[config.mk]
export PLATFORM = sky130hd
export DESIGN_NAME = t04_memory_responder
export DESIGN_NICKNAME = d
export VERILOG_FILES = /design/src/rtl/t04_mem_pkg.sv /design/src/rtl/t04_memory_responder.sv
export SDC_FILE = /design/constraint.sdc
export NUM_CORES = 1
export LEC_CHECK = 0
export ABC_AREA = 0
export BUFFER_PORTS_ARGS = -buffer_cell sky130_fd_sc_hd__buf_2
export CAP_MARGIN = 10
export CORE_MARGIN = 3
export CORE_UTILIZATION = 43
export CTS_BUF_LIST = sky130_fd_sc_hd__clkbuf_4 sky130_fd_sc_hd__clkbuf_8 sky130_fd_sc_hd__clkbuf_16
export CTS_CLUSTER_DIAMETER = 30
export CTS_CLUSTER_SIZE = 12
export DETAILED_ROUTE_END_ITERATION = 8
export PLACE_DENSITY = 0.76
export SLEW_MARGIN = 20
export SYNTH_ARGS = -nofsm -noshare
export SYNTH_HDL_FRONTEND = slang
export SYNTH_SLANG_ARGS = --single-unit
[constraint.sdc]
create_clock -name clk -period 4.1 [get_ports clk]
set_clock_uncertainty 0.1 [all_clocks]
set_input_delay 0.205 -clock clk [delete_from_list [all_inputs] [get_ports clk]]
set_output_delay 0.205 -clock clk [all_outputs]
set_load 0.05 [all_outputs]
[src/rtl/t04_mem_pkg.sv]
// Shared types and constants for the core-to-bus memory responder.
// Holds the controller state encoding and the default bus-ack timeout.
package t04_mem_pkg;

    typedef enum logic [2:0] {
        IDLE   = 3'd0,
        I_BUSY = 3'd1,
        D_BUSY = 3'd2,
        DONE_I = 3'd3,
        DONE_D = 3'd4
    } t04_mem_state_t;

    localparam int T04_MEM_TIMEOUT = 255;

endpackage

[src/rtl/t04_memory_responder.sv]
// Bridges core fetch/load/store requests onto a strobe/ack bus manager.
// Data requests win over fetch; a watchdog converts a missing ack into bus_err.
module t04_memory_responder
    import t04_mem_pkg::*;
#(
    parameter int TIMEOUT = T04_MEM_TIMEOUT
) (
    input  logic        clk,
    input  logic        rst,
    input  logic        MemRead,
    input  logic        MemWrite,
    input  logic [31:0] final_address,
    input  logic [31:0] mem_store,
    input  logic [31:0] bus_rdata,
    input  logic        bus_ack,
    output logic [31:0] bus_adr,
    output logic [31:0] bus_wdata,
    output logic        bus_we,
    output logic        bus_stb,
    output logic        i_ack,
    output logic        d_ack,
    output logic [31:0] instruction_in,
    output logic [31:0] data_out,
    output logic        bus_err
);

    localparam int CNT_W = $clog2(TIMEOUT + 1);
    // Last wait value before giving up: TIMEOUT strobe cycles in total.
    localparam logic [CNT_W-1:0] CNT_LAST = CNT_W'(TIMEOUT - 1);

    t04_mem_state_t   state_q, state_d;
    logic [CNT_W-1:0] cnt_q, cnt_d;
    logic [31:0]      bus_adr_q, bus_adr_d;
    logic [31:0]      bus_wdata_q, bus_wdata_d;
    logic             bus_we_q, bus_we_d;
    logic             bus_stb_q, bus_stb_d;
    logic [31:0]      instruction_in_q, instruction_in_d;
    logic [31:0]      data_out_q, data_out_d;
    logic             bus_err_q, bus_err_d;

    always_ff @(posedge clk or posedge rst) begin
        if (rst) begin
            state_q          <= IDLE;
            cnt_q            <= '0;
            bus_adr_q        <= '0;
            bus_wdata_q      <= '0;
            bus_we_q         <= 1'b0;
            bus_stb_q        <= 1'b0;
            instruction_in_q <= '0;
            data_out_q       <= '0;
            bus_err_q        <= 1'b0;
        end else begin
            state_q          <= state_d;
            cnt_q            <= cnt_d;
            bus_adr_q        <= bus_adr_d;
            bus_wdata_q      <= bus_wdata_d;
            bus_we_q         <= bus_we_d;
            bus_stb_q        <= bus_stb_d;
            instruction_in_q <= instruction_in_d;
            data_out_q       <= data_out_d;
            bus_err_q        <= bus_err_d;
        end
    end

    always_comb begin
        state_d          = state_q;
        cnt_d            = cnt_q;
        bus_adr_d        = bus_adr_q;
        bus_wdata_d      = bus_wdata_q;
        bus_we_d         = bus_we_q;
        bus_stb_d        = bus_stb_q;
        instruction_in_d = instruction_in_q;
        data_out_d       = data_out_q;
        bus_err_d        = bus_err_q;

        case (state_q)
            IDLE: begin
                cnt_d     = '0;
                bus_stb_d = 1'b1;
                bus_adr_d = final_address;
                if (MemRead || MemWrite) begin
                    bus_wdata_d = mem_store;
                    bus_we_d    = MemWrite;
                    state_d     = D_BUSY;
                end else begin
                    bus_we_d = 1'b0;
                    state_d  = I_BUSY;
                end
            end
            I_BUSY, D_BUSY: begin
                if (bus_ack) begin
                    bus_stb_d = 1'b0;
                    if (state_q == I_BUSY) begin
                        instruction_in_d = bus_rdata;
                        state_d          = DONE_I;
                    end else begin
                        // Stores complete without touching the load register.
                        if (!bus_we_q) begin
                            data_out_d = bus_rdata;
                        end
                        state_d = DONE_D;
                    end
                end else if (cnt_q == CNT_LAST) begin
                    bus_err_d = 1'b1;
                    bus_stb_d = 1'b0;
                    state_d   = (state_q == I_BUSY) ? DONE_I : DONE_D;
                end else begin
                    cnt_d = cnt_q + CNT_W'(1);
                end
            end
            DONE_I, DONE_D: begin
                state_d = IDLE;
            end
            default: begin
                state_d = IDLE;
            end
        endcase
    end

    assign bus_adr        = bus_adr_q;
    assign bus_wdata      = bus_wdata_q;
    assign bus_we         = bus_we_q;
    assign bus_stb        = bus_stb_q;
    assign instruction_in = instruction_in_q;
    assign data_out       = data_out_q;
    assign bus_err        = bus_err_q;
    assign i_ack          = (state_q == DONE_I);
    assign d_ack          = (state_q == DONE_D);

endmodule

==> flow_summary.rst <==
.. list-table::
   :header-rows: 1

   * - Metric
     - Value
   * - Predominant post-synthesis flop cell
     - dfrtp_1
   * - Ys async rst share
     - 100%
   * - Wire length of the first global-routing pass
     - 25300 um
   * - Number of max-cap violations
     - 0
   * - Number of gates resized after CTS
     - 0
   * - Floorplan die area
     - 0.0145 mm^2
   * - Finish-stage setup viols
     - 0
   * - Max-slew violation total from the final report
     - 0
   * - Required time reported for the critical path endpoint
     - 4.29 ns
   * - Synth Register Bits
     - 142
   * - Number of buffers added by the clock tree synthesis step
     - 17
   * - CTS Root Cell
     - clkbuf_16
   * - Drt wl/cell
     - 16.8 um
   * - Via/cell ratio
     - 4.90
   * - Post-route minimum period
     - 2.31 ns
   * - Deepest level of the CTS H-tree
     - 4
   * - Largest net degree at the start of global routing
     - 143
   * - I/O pin count
     - 234
   * - Overall overflow remaining after global route
     - 0
   * - Adder and majority cell fraction of the synthesized area
     - 0.444%
   * - Setup total negative slack
     - 0 ns
   * - Vias post-DR
     - 4595
   * - Maximum count of clock buffers along a single path
     - 2
   * - Maximum fanout count along the critical path
     - 33
   * - Count of nets left with antenna violations after detail routing
     - 0
   * - Cell Rows
     - 41
   * - First drt pass iteration count
     - 4
   * - Path type of the worst min-delay path
     - in2reg
   * - Average footprint of a synthesized cell
     - 13.5 um^2
   * - Storage cell area
     - 0.00355 mm^2
   * - Synth Area in XOR/XNOR
     - 0.156%
   * - Result of the run
     - completed
   * - Total GRT Usage
     - 22.2%
   * - Worst setup EP type
     - flop
   * - Setup slack at placement
     - 1.80 ns
   * - Post-synth EDFFs
     - 0
   * - Number of fill cells in the layout
     - 880
   * - Number of antenna diodes
     - 0
   * - Layout Nets
     - 856
   * - Maximum operating frequency
     - 433 MHz
   * - Initial antenna violation count
     - 0
   * - Arrival time of data at the critical path endpoint
     - 2.50 ns
   * - Main area contributors after synthesis
     - dfrtp_1 63%, mux2_2 13%, mux2_4 8.0%
   * - Final count of hold timing violations
     - 0
   * - Main combinational cell family by area after synthesis
     - multiplexers
   * - Chip Width
     - 120 um
   * - Number of standard cells in the layout, taps in and fillers out
     - 938
   * - Total nets after synthesis
     - 521
   * - Number of global-route vias before repair
     - 5002
   * - Most frequent standard cell in the layout excluding fill and tap cells
     - buf_2
   * - Clk pin slew, worst setup/hold paths
     - 0.06 ns
   * - Worst path setup slack after routing
     - 1.79 ns
   * - Commonest non-fill, non-tap cells in the layout
     - 233 x buf_2, 142 x dfrtp_1, 101 x nand2_1, 98 x dlygate4sd3_1, 65 x mux2_2
   * - Synth-to-Final Area Change
     - 53.3%
   * - RSZ-0062 raised after global routing
     - no
   * - Post-route clock period utilization
     - 56.4%
   * - Post-synthesis mux area share
     - 21.4%
   * - Count of unique library cells instantiated by Yosys
     - 39
   * - Number of warnings printed during yosys synthesis
     - 0
   * - Compound-Gate Fraction of Synth Area
     - 3.18%
   * - Type of the setup path with the least slack
     - reg2reg
   * - Number of setup buffers added after CTS
     - 0
   * - Actual transition at the worst max-transition pin
     - 1.04 ns
   * - Die Y-Extent
     - 120 um
   * - Max-slew headroom
     - 30.6%
   * - TritonCTS clock tree
     - yes
   * - Effective utilization at floorplan
     - 44.3%
   * - Netlist area before placement
     - 0.00563 mm^2
   * - Iteration-0 DRC count of the detailed router
     - 148
   * - Portion of the post-synthesis area used by sequential elements
     - 63.1%
   * - Placed cell count
     - 808
   * - Post-DP HPWL
     - 9450 um
   * - Number of instances in the synthesized netlist
     - 418
   * - DRC violation count after routing
     - 0
   * - Port bufs
     - 233
   * - Placer Congestion
     - 0.784
   * - Clock latency of the later-clocked register in the worst-skew pair
     - 0.40 ns
   * - Combined area of the multi-input logic cells
     - 0.00197 mm^2
   * - Dominant cell type by area after synthesis
     - dfrtp_1
   * - Element type at the critical path start
     - flop
   * - Fraction of post-synthesis cell area in the top cell type by area
     - 63.1%
   * - Area fraction in and, or, nand and nor cells after synthesis
     - 9.53%
   * - Layout cell share with drive strength beyond 1
     - 48.6%
   * - CTS sink count
     - 142
   * - Detailed-route wire length
     - 15700 um
   * - Core footprint
     - 0.0127 mm^2
==> worst paths after layout <==
kind,start,end,slack (ns),cells after the start
max,state_q[0],bus_wdata[28],1.79,4
min,MemRead,state_q[0],0.07,3
max reg2reg,state_q[0],bus_wdata[28],1.79,4
min reg2reg,bus_adr[11],bus_adr[11],0.38,2
max in group asynchronous,rst,bus_adr[26],2.91,4
min in group asynchronous,rst,data_out[7],0.46,4
==> layer usage <==
layer | routed length (um) | share of wire [%] | global-route usage [%] | up-vias
li1 | - | - | - | 2092
met1 | 6130 | 39 | 25.5 | 2234
met2 | 7860 | 50 | 38.2 | 237
met3 | 1370 | 8.7 | 7.58 | 32
met4 | 381 | 2.4 | 8.99 | 0
met5 | 0 | 0 | 0 | -
==> area by class of cell <==
cell class / count / area share [%]
Tap cell: 172 / 2.49
Timing Repair Buffer: 335 / 25.4
Inverter: 6 / 0.304
Clock buffer: 18 / 5.09
Sequential cell: 142 / 41.2
Multi-Input combinational cell: 251 / 22.8
Clock inverter: 14 / 2.78
==> state kept, by name, summed over array words and instances (netlist names) <==
signal          cells
bus_adr            32
bus_wdata          32
data_out           32
instruction_in     32
cnt_q               8
state_q             3
bus_err             1
bus_stb             1
bus_we              1
==> through the flow <==
| stage | instance area, um^2 | hold slack (ns) | utilization [%] |
|---|---|---|---|
| floorplan | 5640 | 0.210 | - |
| global placement | 6970 | 0.294 | 54.8 |
| detailed placement | 6970 | 0.300 | 54.8 |
| CTS | 8630 | 0.0454 | 67.9 |
| global route | 8630 | 0.0754 | 67.9 |
| finish | 8630 | 0.0683 | 67.9 |
==> synthesized netlist by cell type (all sizes together), types with 2 or more instances <==
library cell	n
or2	2
a31oi	3
nand3	3
nand2	101
dfrtp	142
and3	4
mux2	96
a41oi	2
o21ai	6
ha	2
inv	6
nor3	2
a21oi	2
nor2	6
buf	10
a21o	4
a2111oi	2
clkbuf	9
==> critical path: stages (launching register included) <==
cell     delay, ns
dfrtp_1       0.50
nor3_4        0.46
buf_4         0.38
o21ai_4       0.34
mux2_2        0.39
==> logic make-up (layout without fill, tap and decap cells) <==
group	Yosys count	count (layout)
fa+ha+maj	2	2
buf+inv	25	373
compound gates	25	25
flops	142	142
xor+xnor	1	1
simple gates	126	126
mux	97	97
==> what timing repair did <==
| item | in CTS | in global routing |
|---|---|---|
| endpoints found under the setup margin | 0 | 0 |
| hold buffers | 98 | 0 |
| endpoints found under the hold margin | 271 | 0 |
Power is left out: the tool's default activity adds up to more than one toggle a clock period on the data nets, which glitch-free logic cannot reach.
